`config.mk`:
```
export PLATFORM = sky130hd
export DESIGN_NAME = mux4_rr_feeder
export DESIGN_NICKNAME = d
export VERILOG_FILES = /design/src/rtl/mux4_rr_feeder_pkg.sv /design/src/rtl/mux4_rr_feeder_rr_arb4.sv /design/src/rtl/mux4_rr_feeder.sv
export SDC_FILE = /design/constraint.sdc
export NUM_CORES = 1
export LEC_CHECK = 0
export CORE_UTILIZATION = 41
export CTS_CLUSTER_DIAMETER = 200
export DETAILED_ROUTE_END_ITERATION = 7
export GPL_TIMING_DRIVEN = 1
export PLACE_DENSITY = 0.91
export SLEW_MARGIN = 0
export SYNTH_ARGS = -nofsm -noshare
export SYNTH_HDL_FRONTEND = slang
export SYNTH_SLANG_ARGS = --single-unit
```
`constraint.sdc`:
```
create_clock -name Clk -period 1.4 [get_ports Clk]
set_input_delay 0.42 -clock Clk [delete_from_list [all_inputs] [get_ports Clk]]
set_output_delay 0.42 -clock Clk [all_outputs]
set_load 0.1 [all_outputs]
```
`src/rtl/mux4_rr_feeder_pkg.sv`:
```
// Shared constants and types for the 4:1 mux feeder family.
package mux4_rr_feeder_pkg;

  localparam int MUX_WIDTH = 20;
  localparam int MUX_NCH   = 4;
  localparam int SEL_W     = 2;

  typedef enum logic {
    IDLE    = 1'b0,
    PRESENT = 1'b1
  } state_t;

endpackage

```
`src/rtl/mux4_rr_feeder_rr_arb4.sv`:
```
// Combinational 4-way round-robin picker: first set request after LastGrant wins.
module rr_arb4
  import mux4_rr_feeder_pkg::*;
(
  input  logic [3:0]       Full,
  input  logic [SEL_W-1:0] LastGrant,
  output logic [SEL_W-1:0] Winner,
  output logic             AnyReq
);

  logic             found;
  logic [SEL_W-1:0] idx;

  // Walk LastGrant+1 .. LastGrant+4 (mod 4); the 2-bit add provides the wrap.
  always_comb begin
    Winner = LastGrant;
    AnyReq = |Full;
    found  = 1'b0;
    idx    = LastGrant;
    for (int k = 1; k <= 4; k++) begin
      idx = LastGrant + SEL_W'(k);
      if (!found && Full[idx]) begin
        Winner = idx;
        found  = 1'b1;
      end
    end
  end

endmodule

```
`src/rtl/mux4_rr_feeder.sv`:
```
// Feeder for a combinational 20-bit 4:1 mux: one buffered word per channel,
// round-robin grant, valid/ready handshake toward a single consumer.
module mux4_rr_feeder
  import mux4_rr_feeder_pkg::*;
#(
  parameter int WIDTH = MUX_WIDTH,
  parameter int NCH   = MUX_NCH
) (
  input  logic             Clk,
  input  logic             Reset_n,
  input  logic [WIDTH-1:0] InData0,
  input  logic [WIDTH-1:0] InData1,
  input  logic [WIDTH-1:0] InData2,
  input  logic [WIDTH-1:0] InData3,
  input  logic [NCH-1:0]   InValid,
  output logic [NCH-1:0]   InAck,
  output logic [WIDTH-1:0] Hold0,
  output logic [WIDTH-1:0] Hold1,
  output logic [WIDTH-1:0] Hold2,
  output logic [WIDTH-1:0] Hold3,
  output logic [SEL_W-1:0] Select,
  output logic             OutValid,
  input  logic             OutReady
);

  state_t                     state;
  logic [NCH-1:0]             full;
  logic [NCH-1:0][WIDTH-1:0]  din;
  logic [NCH-1:0][WIDTH-1:0]  hold_q;
  logic [SEL_W-1:0]           last_grant;
  logic [SEL_W-1:0]           winner;
  logic                       any_req;
  logic                       xfer;

  assign din[0] = InData0;
  assign din[1] = InData1;
  assign din[2] = InData2;
  assign din[3] = InData3;

  assign Hold0 = hold_q[0];
  assign Hold1 = hold_q[1];
  assign Hold2 = hold_q[2];
  assign Hold3 = hold_q[3];

  // A transfer only happens from PRESENT; OutReady is ignored otherwise.
  assign xfer = (state == PRESENT) && OutReady;

  rr_arb4 u_arb (
    .Full      (full),
    .LastGrant (last_grant),
    .Winner    (winner),
    .AnyReq    (any_req)
  );

  // Per-channel capture. Capture needs !full, and a free only hits a full slot,
  // so the two never collide; a freed slot refills no earlier than next cycle.
  // hold_q is frozen while full, which keeps the mux output stable while presented.
  always_ff @(posedge Clk or negedge Reset_n) begin
    if (!Reset_n) begin
      hold_q <= '0;
      full   <= '0;
      InAck  <= '0;
    end else begin
      for (int i = 0; i < NCH; i++) begin
        InAck[i] <= InValid[i] && !full[i];
        if (InValid[i] && !full[i]) begin
          hold_q[i] <= din[i];
          full[i]   <= 1'b1;
        end else if (xfer && (Select == SEL_W'(i))) begin
          full[i]   <= 1'b0;
        end
      end
    end
  end

  // Grant FSM: arbitrate on registered full bits in IDLE, present until accepted.
  // last_grant resets to 3 so channel 0 is first in line.
  always_ff @(posedge Clk or negedge Reset_n) begin
    if (!Reset_n) begin
      state      <= IDLE;
      Select     <= '0;
      OutValid   <= 1'b0;
      last_grant <= SEL_W'(3);
    end else begin
      case (state)
        IDLE: begin
          if (any_req) begin
            Select   <= winner;
            OutValid <= 1'b1;
            state    <= PRESENT;
          end
        end
        PRESENT: begin
          if (OutReady) begin
            last_grant <= Select;
            OutValid   <= 1'b0;
            state      <= IDLE;
          end
        end
        default: state <= IDLE;
      endcase
    end
  end

endmodule
```
# == Word-level counts from Yosys, hierarchy flattened ==
# Index checks and enable logic that the tools add are counted.
# totals
regBits,94
inputBits,87
out_inout_bits,87
elab_cells,83
# classes
add_sub_neg,3
magnitude_cmp,4
eq_ne,5
muxes,29
bitwise,1
n_reduce_logical,28
# ops
cell,count
2-to-1 mux 1 bit,19
logical AND 1 bit,12
"< comparator 2 x 3 -> 1 bit, second input constant",4
binary-select mux 1 bit (select 2 bit),4
2-to-1 mux 2 bit,4
nonzero test 2 bit,4
zero test 1 bit,7
AND reduction 2 bit,3
"adder 2 bit, second input constant",2
"equality test 2 bit, second input constant",2
"inequality test 2 bit, second input constant",2
one-hot mux 1 bit (2 select lines),2
OR reduction 4 bit,1
"adder 2 x 1 -> 2 bit, second input constant",1
"equality test 2 x 1 -> 1 bit, second input constant",1
zero test 2 bit,1
NOT 1 bit,1

# == Longest topological paths before layout ==
# depth
ltp_word,13
ltp_mapped,4
ltp_nobuf,4

# == Modules after synthesis ==
# Synthesis repeated with hierarchy kept, for this count alone.
# unflattened
cells_unflattened,220
area_unflattened_um2,3891.2
# by_module_without_submodules
mod,n_inst,cells_per_inst,area_each_um2,seq_area_each_um2
mux4_rr_feeder,1,206,3818.7,2354.8
rr_arb4,1,14,72.6,0.0

# == Least setup slack after synthesis ==
# Ideal clock, no wire load.
# synth_path
kind,reg-to-reg
startpoint,register Select[0]
endpoint,register full[1]
setup_ns,0.124
arrival_time_ns,1.355
required_time_ns,1.276
slack_ns,-0.079
stages_incl_launch_ff,4
path_buffers,0
synth_period_minus_slack_ns,1.479
path_cell_list,dfrtp_1 -> nand3_1 -> o21ai_0 -> nand2b_1
# synth_via
elab_chain_cells,3
# synth_rtl
item,line_no,rtl
"start, declared",mux4_rr_feeder.sv:21,"output logic [SEL_W-1:0] Select,"
"start signal, assigned",mux4_rr_feeder.sv:88,Select <= winner;
equality test 2 x 1 -> 1 bit,mux4_rr_feeder.sv:69,end else if (xfer && (Select == SEL_W'(i))) begin
logical AND 1 bit,mux4_rr_feeder.sv:69,
nonzero test 2 bit (no line),-,
"end signal, assigned",mux4_rr_feeder.sv:61,full <= '0;
"end signal, assigned by index",mux4_rr_feeder.sv:68,full[i] <= 1'b1;
"end signal, assigned by index",mux4_rr_feeder.sv:70,full[i] <= 1'b0;
"end, declared",mux4_rr_feeder.sv:27,logic [NCH-1:0] full;
# No other way between the ends.
# A chain may end at the register's enable or synchronous reset.

# == Final worst setup path ==
# layout_path
startpoint,"register hold_q, in the netlist Hold2[15]"
endpoint,output Hold2[15]
# layout_lines
item,line_no,rtl
"start, declared",mux4_rr_feeder.sv:29,logic [NCH-1:0][WIDTH-1:0] hold_q;
"start signal, assigned by index",mux4_rr_feeder.sv:67,hold_q[i] <= din[i];
"end, declared",mux4_rr_feeder.sv:19,"output logic [WIDTH-1:0] Hold2,"
# No word-level cell between the ends.

==> metrics.yaml <==
cts.clk_slew.worst_paths_ns: 0.10
grt_pass1_vias: 2971
final_cell_mix: "buf_12 (94), dfrtp_1 (89), clkdlybuf4s50_1 (83)"
cp.required_ns: 0.98
hold_viol: 0
cts_inserted_buffers: 9
clk_latency_ns: 0.35
r2r_start: "full[2]"
gp_congestion: 0.766
synth_area_per_cell_um2: 17.1
gr-usage-all-layers_pct: 21.8
final_nets: 532
timing.final.ws_setup_ns: -0.0431
fin_crit_sh_pct: 103
slew_headroom_pct: 81.5
synthMuxAreaShare_pct: 28.8
r2r_slack_ns: 0.06
crit_path_max_fanout: 2
core-area_mm2: 0.00876
clock.fmax_mhz: 693
grt-ovfl-total: 0
cp_cell_sequence: "buf_12"
die_y_um: 97.4
die_area_mm2: 0.00949
fin_skew_ns: 0.0112
startpoint_type: "flip-flop"
layout_min_cycle_time_ns: 1.44
end_kind: "primary output"
synth_compound_area_share_pct: 2.31
grt_pass1_wl_um: 16000
drcViolationCount: 0
io_buffers: 173
synth_cells: 219
htree_levels: 3
maxSlewViolCount: 0
ioPinCount: 174
dp_slack_ns: -0.427
rsz0062_at_grt: "true"
antenna_found_initial: 0
ys_seq_area_share_pct: 63.0
synth_xor_area_share_pct: 0
wl_um: 10800
dr.pass1.iters: 4
status: "finished, violations left"
start_util_pct: 42.6
rows: 34
synth.cell_area_mm2: 0.00373
hp-class: "in -> async"
cts_sinks: 94
syn_nets: 306
violations: "negative setup slack"
drtAntennaViolNets: 0
crit_start: "Hold2[15]"
synth_top_family_by_area: "multiplexers"
crit_type: "reg -> out"
path_buf_inv: 1
synthSimpleGateAreaFrac_pct: 3.12
avgRoutedWirePerCell_um: 19.3
synth_cell_types: 24
num_antenna_cells: 0
crit_family: "flip-flops"
tightest_slew_ns: 0.275
drt_iter0_drc: 92
cts_tree: "yes"
cts_root_buffer: "clkbuf_8"
grt_max_degree: 32
utilization_pct: 81.3
maxCapViolCount: 0
layout_commonest_cell: "buf_12"
finalSetupViolations: 2
fp.dieW_um: 97.4
hpwlAfterDp_um: 7630
clock_path_buffers: 2
synth_seq_cells: 94
final_layout_size_suffix_gt1_share_pct: 54.0
syn_to_final_growth_pct: 90.9
slowest_stage: "dfrtp_1"
num_vias: 2720
slowest_delay_ns: 0.46
yosys_warnings: 0
via_per_inst: 4.87
synth_adder_area_share_pct: 0
arrival_ns: 1.02
==> layout make-up <==
cell class                 count  area, um^2
sequential                    94        2360
clock inverter                 5        57.6
fill                         447        1640
timing repair buffer         223        3120
tap                          108         135
clock buffer                  11         151
multi-input combinational    114        1300
inverter                       3        11.3
==> through the flow <==
stage | cells | instance area [um^2] | TNS (ns) | hold WS [ns]
6_report | 558 | 7130 | -0.0623 | 0.490
5_1_grt | 558 | 7130 | -1.17 | 0.517
4_1_cts | 531 | 6860 | -0.0206 | 0.477
3_5_place_dp | 508 | 6580 | -28.07 | 0.314
3_3_place_gp | 508 | 6580 | -24.39 | 0.311
2_1_floorplan | 219 | 3740 | 0 | 0.124
==> repair_timing <==
action | CTS | global route
hold endpoints to repair | 14 | 0
setup buffers | 6 | 25
setup endpoints to repair | 30 | 81
gates cloned | 0 | 2
resized for setup | 4 | 8
hold buffers | 1 | 0
==> per-layer routing <==
| metal | track usage, % | vias up | part of all wire [%] |
|---|---|---|---|
| li1 | - | 1220 | - |
| met1 | 24.6 | 1373 | 37 |
| met2 | 39.6 | 107 | 55 |
| met3 | 5.97 | 20 | 4.6 |
| met4 | 7.35 | 0 | 3.0 |
| met5 | 0 | - | 0 |
==> cells by family (layout without fill, tap and decap cells) <==
logic type / count (synthesis) / in the layout
simple gates: 19 / 19
flops: 94 / 94
compound gates: 13 / 13
buf+inv: 11 / 242
mux: 82 / 82
==> registers in the layout, indices dropped and copies added, names as in the netlist <==
register,cells
Hold0,20
Hold1,20
Hold2,20
Hold3,20
InAck,4
full,4
Select,2
last_grant,2
OutValid,1
state,1
==> Yosys cell counts, drive strengths merged <==
cell	instances	area share, %
dfrtp	92	62
a31oi	3	0.50
o21ai	4	0.54
nor2b	4	1.1
nor2	6	0.67
nand2b	2	0.33
o221ai	2	0.47
nand4	1	0.17
mux2	81	29
o211ai	1	0.20
mux2i	1	0.27
inv	3	0.30
a21o	1	0.20
nand2	4	0.40
o21a	2	0.40
nor4	1	0.33
buf	8	2.4
nand3	1	0.13
dfstp	2	1.4
==> path summary, 6_finish.rpt <==
kind | to | cells after the start
worst max-delay path | Hold2[15] | 1
worst min-delay path | Hold2[8] | 2
worst max register to register | Hold2[11] | 3
worst min register to register | last_grant[0] | 2
max in group asynchronous | last_grant[1] | 3
min in group Clk | full[2] | 4
Power is not shown: default switching activity piles up to over one toggle a cycle in this logic, so the estimate is an artifact.
